**src/rtl/pipe_pkg.sv**
```systemverilog
// Shared pipeline definitions for the IF/ID stage.
// Holds instruction field positions, the NOP word and the stage state.
package pipe_pkg;

    localparam logic [31:0] NOP_INSTR = 32'h0000_0013;

    localparam int RD_LSB  = 7;
    localparam int RD_MSB  = 11;
    localparam int RS1_LSB = 15;
    localparam int RS1_MSB = 19;
    localparam int RS2_LSB = 20;
    localparam int RS2_MSB = 24;

    localparam int REG_W = 5;

    typedef enum logic {
        RUN  = 1'b0,
        MISS = 1'b1
    } ifid_state_e;

endpackage

```
**src/rtl/ifid_hazard_detect.sv**
```systemverilog
// Load-use hazard check between the IF/ID instruction and a load in ID/EX.
// Purely combinational; also intended for the forwarding unit.
module ifid_hazard_detect
    import pipe_pkg::*;
(
    input  logic             valid_i,
    input  logic [REG_W-1:0] rs1_i,
    input  logic [REG_W-1:0] rs2_i,
    input  logic             mem_read_i,
    input  logic [REG_W-1:0] rd_i,
    output logic             hazard_o
);

    logic rd_nz;
    logic src_match;

    // x0 is never a real dependency
    always_comb begin
        rd_nz     = (rd_i != '0);
        src_match = (rd_i == rs1_i) | (rd_i == rs2_i);
        hazard_o  = valid_i & mem_read_i & rd_nz & src_match;
    end

endmodule

```
**src/rtl/ifid_hazard_reg.sv**
```systemverilog
// IF/ID pipeline register with load-use stall, branch flush and miss freeze.
// A flush seen while frozen is kept pending and applied when hit returns.
module ifid_hazard_reg
    import pipe_pkg::*;
#(
    parameter int              XLEN  = 32,
    parameter logic [XLEN-1:0] NOP   = XLEN'(NOP_INSTR),
    parameter int              CNT_W = 16
) (
    input  logic             clk,
    input  logic             rst,
    input  logic             hit,
    input  logic [XLEN-1:0]  pc,
    input  logic [XLEN-1:0]  nextPC,
    input  logic [XLEN-1:0]  instr,
    input  logic             flush,
    input  logic             idexMemRead,
    input  logic [REG_W-1:0] idexRd,
    output logic [XLEN-1:0]  outPC,
    output logic [XLEN-1:0]  outNextPC,
    output logic [XLEN-1:0]  outInstr,
    output logic             outValid,
    output logic             pcWrite,
    output logic             bubble,
    output logic [CNT_W-1:0] stallCycles
);

    logic [XLEN-1:0]  pc_q, pc_d;
    logic [XLEN-1:0]  npc_q, npc_d;
    logic [XLEN-1:0]  instr_q, instr_d;
    logic             valid_q, valid_d;
    logic             pend_q, pend_d;
    logic [CNT_W-1:0] stall_q, stall_d;
    ifid_state_e      state_q, state_d;

    logic hit_ok;
    logic flush_eff;
    logic hazard;
    logic stall_inc;

    // An X or Z on hit must freeze, so only a definite 1 counts as a hit
    assign hit_ok    = (hit === 1'b1);
    assign flush_eff = flush | pend_q;

    ifid_hazard_detect u_detect (
        .valid_i    (valid_q),
        .rs1_i      (instr_q[RS1_MSB:RS1_LSB]),
        .rs2_i      (instr_q[RS2_MSB:RS2_LSB]),
        .mem_read_i (idexMemRead),
        .rd_i       (idexRd),
        .hazard_o   (hazard)
    );

    // State only reports whether the stage is frozen on a miss
    always_comb begin
        state_d = state_q;
        unique case (state_q)
            RUN:     if (!hit_ok) state_d = MISS;
            MISS:    if (hit_ok)  state_d = RUN;
            default: state_d = RUN;
        endcase
    end

    // Per-cycle priority: reset, freeze, flush, load-use stall, normal load
    always_comb begin
        pc_d      = pc_q;
        npc_d     = npc_q;
        instr_d   = instr_q;
        valid_d   = valid_q;
        pend_d    = pend_q;
        stall_inc = 1'b0;
        pcWrite   = 1'b0;
        bubble    = 1'b0;
        if (rst) begin
            pend_d = 1'b0;
        end else if (!hit_ok) begin
            if (flush) pend_d = 1'b1;
            stall_inc = 1'b1;
        end else if (flush_eff) begin
            instr_d = NOP;
            valid_d = 1'b0;
            pend_d  = 1'b0;
            pcWrite = 1'b1;
        end else if (hazard) begin
            bubble    = 1'b1;
            stall_inc = 1'b1;
        end else begin
            pc_d    = pc;
            npc_d   = nextPC;
            instr_d = instr;
            valid_d = 1'b1;
            pcWrite = 1'b1;
        end
    end

    // Stall counter sticks at all-ones instead of wrapping
    always_comb begin
        stall_d = stall_q;
        if (stall_inc && (stall_q != '1)) begin
            stall_d = stall_q + CNT_W'(1);
        end
    end

    // Register update with synchronous reset
    always_ff @(posedge clk) begin
        if (rst) begin
            pc_q    <= '0;
            npc_q   <= '0;
            instr_q <= NOP;
            valid_q <= 1'b0;
            pend_q  <= 1'b0;
            stall_q <= '0;
            state_q <= RUN;
        end else begin
            pc_q    <= pc_d;
            npc_q   <= npc_d;
            instr_q <= instr_d;
            valid_q <= valid_d;
            pend_q  <= pend_d;
            stall_q <= stall_d;
            state_q <= state_d;
        end
    end

    // A frozen cycle in MISS must leave the instruction untouched
    a_miss_hold: assert property (
        @(posedge clk) disable iff (rst)
        (state_q == MISS && !hit_ok) |=> $stable(instr_q)
    );

    assign outPC       = pc_q;
    assign outNextPC   = npc_q;
    assign outInstr    = instr_q;
    assign outValid    = valid_q;
    assign stallCycles = stall_q;

endmodule

```
**config.mk**
```make
export PLATFORM = sky130hd
export DESIGN_NAME = ifid_hazard_reg
export DESIGN_NICKNAME = d
export VERILOG_FILES = /design/src/rtl/pipe_pkg.sv /design/src/rtl/ifid_hazard_detect.sv /design/src/rtl/ifid_hazard_reg.sv
export SDC_FILE = /design/constraint.sdc
export NUM_CORES = 1
export LEC_CHECK = 0
export BUFFER_PORTS_ARGS = -buffer_cell sky130_fd_sc_hd__buf_2
export CAP_MARGIN = 10
export CELL_PAD_IN_SITES_DETAIL_PLACEMENT = 1
export CELL_PAD_IN_SITES_GLOBAL_PLACEMENT = 2
export CORE_MARGIN = 3
export CORE_UTILIZATION = 24
export DETAILED_ROUTE_END_ITERATION = 10
export PLACE_DENSITY_LB_ADDON = 0.1
export SKIP_LAST_GASP = 1
export SYNTH_ARGS = -nofsm -noshare
export SYNTH_HDL_FRONTEND = slang
export SYNTH_SLANG_ARGS = --single-unit
export TNS_END_PERCENT = 100
```
**constraint.sdc**
```tcl
create_clock -name clk -period 3.1 [get_ports clk]
set_clock_uncertainty 0.15 [all_clocks]
set_input_delay 0.31 -clock clk [delete_from_list [all_inputs] [get_ports clk]]
set_output_delay 0.31 -clock clk [all_outputs]
set_load 0.005 [all_outputs]
```
==> Word-level counts from Yosys, hierarchy flattened <==
Cells that the tools add are included.
{ "classes": {"n_mux": 17, "n_reduce_logical": 6, "eq_ne": 6, "addsub": 1, "bitwise_logic": 7} }
{ "ops": {"columns": ["op", "n"], "rows": [
  ["32-bit 2-to-1 mux", 2],
  ["16-bit by 1-bit adder with 16-bit output, second input constant", 1],
  ["16-bit inequality test, second input constant", 1],
  ["1-bit 2-to-1 mux", 15],
  ["5-bit equality test", 2],
  ["5-bit nonzero test", 1],
  ["2-bit AND reduction", 2],
  ["1-bit bitwise AND", 3],
  ["3-bit AND reduction", 1],
  ["2-bit by 1-bit inequality test with 1-bit output, second input constant", 1],
  ["2-bit inequality test, second input constant", 1],
  ["1-bit inverter", 2],
  ["1-bit OR", 2],
  ["2-bit nonzero test", 1],
  ["1-bit === test, second input constant", 1],
  ["1-bit logical AND", 1]
]} }
{ "totals": {"regBits": 114, "out_inout_bits": 115, "in_bits": 106, "wordCells": 43} }

==> Depth between registers and ports, before layout <==
{ "depth": {"word_depth": 8, "depth_mapped": 8, "ltp_nobuf": 6} }

==> Hierarchy <==
A second synthesis with hierarchy kept.
{ "unflattened": {"hier_cells": 474, "hier_area_um2": 4170.2} }
{ "by_module_without_submodules": {"columns": ["mod", "cells_each", "area_per_inst_um2", "n_inst"], "rows": [
  ["ifid_hazard_reg", 457, 4037.6, 1],
  ["ifid_hazard_detect", 17, 132.6, 1]
]} }

==> Worst setup path after synthesis <==
No wires, ideal clock.
{ "synth_timing": {"kind": "register -> register", "start": "register instr_q[18] (netlist: outInstr[18])", "end": "register stall_q[4] (netlist: stallCycles[4])", "path_stages_with_launch": 8, "period_less_slack_ps": 2175, "t_required_ps": 2880, "arrival_ps": 1955, "setup_slack_ps": 925, "path_cell_list": "dfxtp_1 -> xor2_1 -> nor3_2 -> a22oi_1 -> o41a_1 -> buf_2 -> or4_1 -> a21oi_1"} }
{ "synth_via": {"elab_chain_cells": 8} }
{ "synth_lines": {"columns": ["element", "line_no", "text"], "rows": [
  ["start, declared", "ifid_hazard_reg.sv:30", "logic [XLEN-1:0] instr_q, instr_d;"],
  ["start signal, assigned", "ifid_hazard_reg.sv:117", "instr_q <= instr_d;"],
  ["5-bit equality test", "ifid_hazard_detect.sv:20", "src_match = (rd_i == rs1_i) | (rd_i == rs2_i);"],
  ["1-bit OR", "ifid_hazard_detect.sv:20", null],
  ["1-bit bitwise AND", "ifid_hazard_detect.sv:21", "hazard_o = valid_i & mem_read_i & rd_nz & src_match;"],
  ["1-bit 2-to-1 mux", "ifid_hazard_reg.sv:84", "end else if (hazard) begin"],
  ["1-bit 2-to-1 mux", "ifid_hazard_reg.sv:79", "end else if (flush_eff) begin"],
  ["1-bit 2-to-1 mux", "ifid_hazard_reg.sv:76", "end else if (!hit_ok) begin"],
  ["1-bit 2-to-1 mux", "ifid_hazard_reg.sv:74", "if (rst) begin"],
  ["1-bit logical AND", "ifid_hazard_reg.sv:99", "if (stall_inc && (stall_q != '1)) begin"],
  ["end signal, assigned", "ifid_hazard_reg.sv:120", "stall_q <= stall_d;"],
  ["end, declared", "ifid_hazard_reg.sv:33", "logic [CNT_W-1:0] stall_q, stall_d;"]
]} }
Every way passes these cells.
A chain may end at the register's enable or synchronous reset.

==> Worst setup path in the final report <==
{ "layout_timing": {"start": "register instr_q[23] (netlist: outInstr[23])", "end": "register stall_q[8] (netlist: stallCycles[8])"} }
Same word-level chain as after synthesis.

==> run summary <==
Final Hold Fails: 0
Worst reg2reg startpoint: outInstr[23]
Top delay family on crit path: simple AND/OR/NAND/NOR gates
Hold_buf cts: 97
Final setup violating endpoints: 0
Area grow syn2layout: 66.7%
Net switching share of the total power: 23.5%
Detail Route Antenna Nets: 0
Io pins: 221
FFs w/ async S/R, synth: 0%
PortBufs: 220
Clock power share: 47.2%
Hold Path Class: input pin to register
Worst EP arrival: 2.59 ns
Drt wl/cell: 15.1 um
Post-route DRC: 0
DRT iter0 DRCs: 155
Synthesized Nets: 588
Worst slew pin tran: 0.731 ns
Via/cell ratio: 4.52
Clock Sinks: 114
Total grt overflow: 0
#FFs+latches synth: 114
Final net count: 898
Sequential share of power: 41.9%
Sw Pwr: 872 uW
Number of global-route vias before repair: 4,911
Fmax: 0.415 GHz
Pins Over Slew Limit: 0
R2R setup slack: 0.69 ns
Critical path endpoint category: register
Post-synth top flop: dfxtp_1
Post-CTS Resized: 0
DR vias: 4,625
Max-Cap Viols: 0
Detailed Place HPWL: 10.2 mm
Power Density: 529 nW/um^2
RSZ-0062 raised after global routing: no
Worst-path cell chain: xor2_1 > nor3_1 > a22oi_1 > o41a_1 > buf_4 > or4_1 > a21oi_1
Layout Utilization: 41.6%
Share of the synthesized area in the top cell type: 54.2%
Clock latency on the worst-skew pair: 0.41 ns
Drt pass-1 iters: 4
Top cells by area, synth: dfxtp_1, nand2_1, a21oi_1
Kind of critical path: register to register
CTS tree: built
Post-CTS Setup Inserts: 0
Leak: 0.00318 uW
CP startpoint kind: register
Cell Area, Synth: 4210 sq um
Largest net degree at the start of global routing: 65
Int Power: 2840 uW
GPL Wtd Cong: 0.752
Post-synth EDFFs: 0
Bufs and invs on worst path: 1
Fin crit share: 77.7%
VDD IR max: 0.356 mV
Clock Path Buffers: 2
Clock transition at path regs: 0.05 ns
Die Footprint: 19,200 sq um
CP endpoint: stallCycles[8]
Row Count: 47
Yosys warns: 0
Slowest-stage cell, CP: or4_1
Antenna cells: 0
Status: finished clean
Reg-to-Reg End: stallCycles[8]
H-tree depth: 4
Die W: 138 um
Setup TNS: 0 ns
Headroom to the max-slew limit: 51.3%
First-pass GRT wire length: 25.3 mm
Gate power share: 10.9%
Synth unique cells: 38
Total Routing Usage GR: 16.1%
Die height: 138 um
Total Wirelength: 15.4 mm
CTS Root Buffer Type: clkbuf_16
Post-synth top area cell: dfxtp_1
Post-synthesis sequential area ratio: 54.2%
Worst reg2reg path depth: 7
Core footprint: 16,900 sq um
Fillers: 1,994
Syn_area_per_cell: 8.75 sq um
Cells after Synth: 481
CP startpoint: outInstr[23]
Minimum clock period: 2.41 ns
Fraction of layout cells with a size suffix above 1: 32.6%
CP max stage delay: 0.53 ns
CTS Buf Count: 17
CP Data Required Time: 3.28 ns
Stages on the worst setup path: 7
Number of antenna violations at the first check in global routing: 0
Starting Density: 24.9%
CP max FO: 31
[per-stage QoR]
stage	hold slack, ns	total power, uW	area, sq um	instances	setup WS [ns]
2_1_floorplan	0.239	1720	4210	481	0.925
3_3_place_gp	0.289	1890	5520	895	0.674
3_5_place_dp	0.296	1900	5520	895	0.609
4_1_cts	0.157	3780	7020	1023	0.682
5_1_grt	0.229	3900	7020	1023	0.508
6_report	0.173	3710	7020	1023	0.691
[cells by family after synthesis]
kind of cell	Yosys count	synth area share, %
simple gates	184	19.4
compound gates	130	19.7
flops	114	54.2
buf+inv	40	3.83
xor+xnor	10	2.08
mux	2	0.535
fa+ha+maj	1	0.297
[placed cells by master, fill, tap and decap left out, types with 2 or more instances in the layout]
cell / instances
buf_2: 220
nand2_1: 136
dfxtp_1: 114
dlygate4sd3_1: 97
a21oi_1: 77
a22o_1: 29
clkbuf_16: 17
o31ai_1: 11
xor2_1: 10
or4_1: 10
nor2_1: 9
inv_1: 7
buf_4: 6
clkbuf_1: 5
nor3_1: 4
nand3_1: 4
clkinv_2: 4
clkbuf_8: 4
a2bb2oi_1: 3
nand4_1: 3
nor2b_1: 3
o21ai_0: 3
and4_1: 2
and2_1: 2
or3_1: 2
mux2_2: 2
[worst min-delay path: stages]
cell,delay (ns)
buf_2,0.13
nor2_1,0.10
nor3_1,0.13
[power groups by stage]
stage          Combinational [uW]  Clock (uW)  Sequential (uW)
3_3_place_gp                  305           0             1590
2_1_floorplan                 132           0             1590
5_1_grt                       450        1890             1560
6_report                      404        1750             1560
3_5_place_dp                  312           0             1590
4_1_cts                       410        1810             1560
[flip-flops by register name, indices dropped and copies added, names as in the netlist]
register / flops
outInstr: 32
outValid: 1
outPC: 32
pend_q: 1
stallCycles: 16
outNextPC: 32
[cells in the mapped netlist, types with 5 or more instances]
master / instances
nand2_1: 136
a21oi_1: 77
or4_1: 10
buf_1: 5
a22o_1: 29
xor2_1: 10
o31ai_1: 11
buf_2: 9
nor2_1: 10
inv_1: 7
clkbuf_1: 19
dfxtp_1: 114
[worst min-delay path by stage]
stage	start	endpoint	slack [ns]	cells after the start
2_1_floorplan	hit	pend_q	0.24	1
3_3_place_gp	outPC[26]	outPC[26]	0.29	2
3_5_place_dp	outPC[22]	outPC[22]	0.30	2
4_1_cts	flush	pend_q	0.16	3
5_1_grt	flush	pend_q	0.23	3
6_report	flush	pend_q	0.17	3
[layout make-up]
| cell class | count | area, sq um | area share (%) |
|---|---|---|---|
| sequential | 114 | 2280 | 32.5 |
| clock buffer | 26 | 499 | 7.11 |
| multi-input combinational | 327 | 1770 | 25.2 |
| tap | 220 | 275 | 3.92 |
| timing repair buffer | 324 | 2140 | 30.5 |
| clock inverter | 5 | 27.5 | 0.392 |
| inverter | 7 | 26.3 | 0.374 |
[per-layer routing]
layer  routed length [um]  GRT usage (%)
met1                 6640           18.8
met2                 7530           26.9
met3                 1080           6.35
met4                  196           5.56
met5                    0              0
No activity file was read; power rests on OpenSTA's default activity.
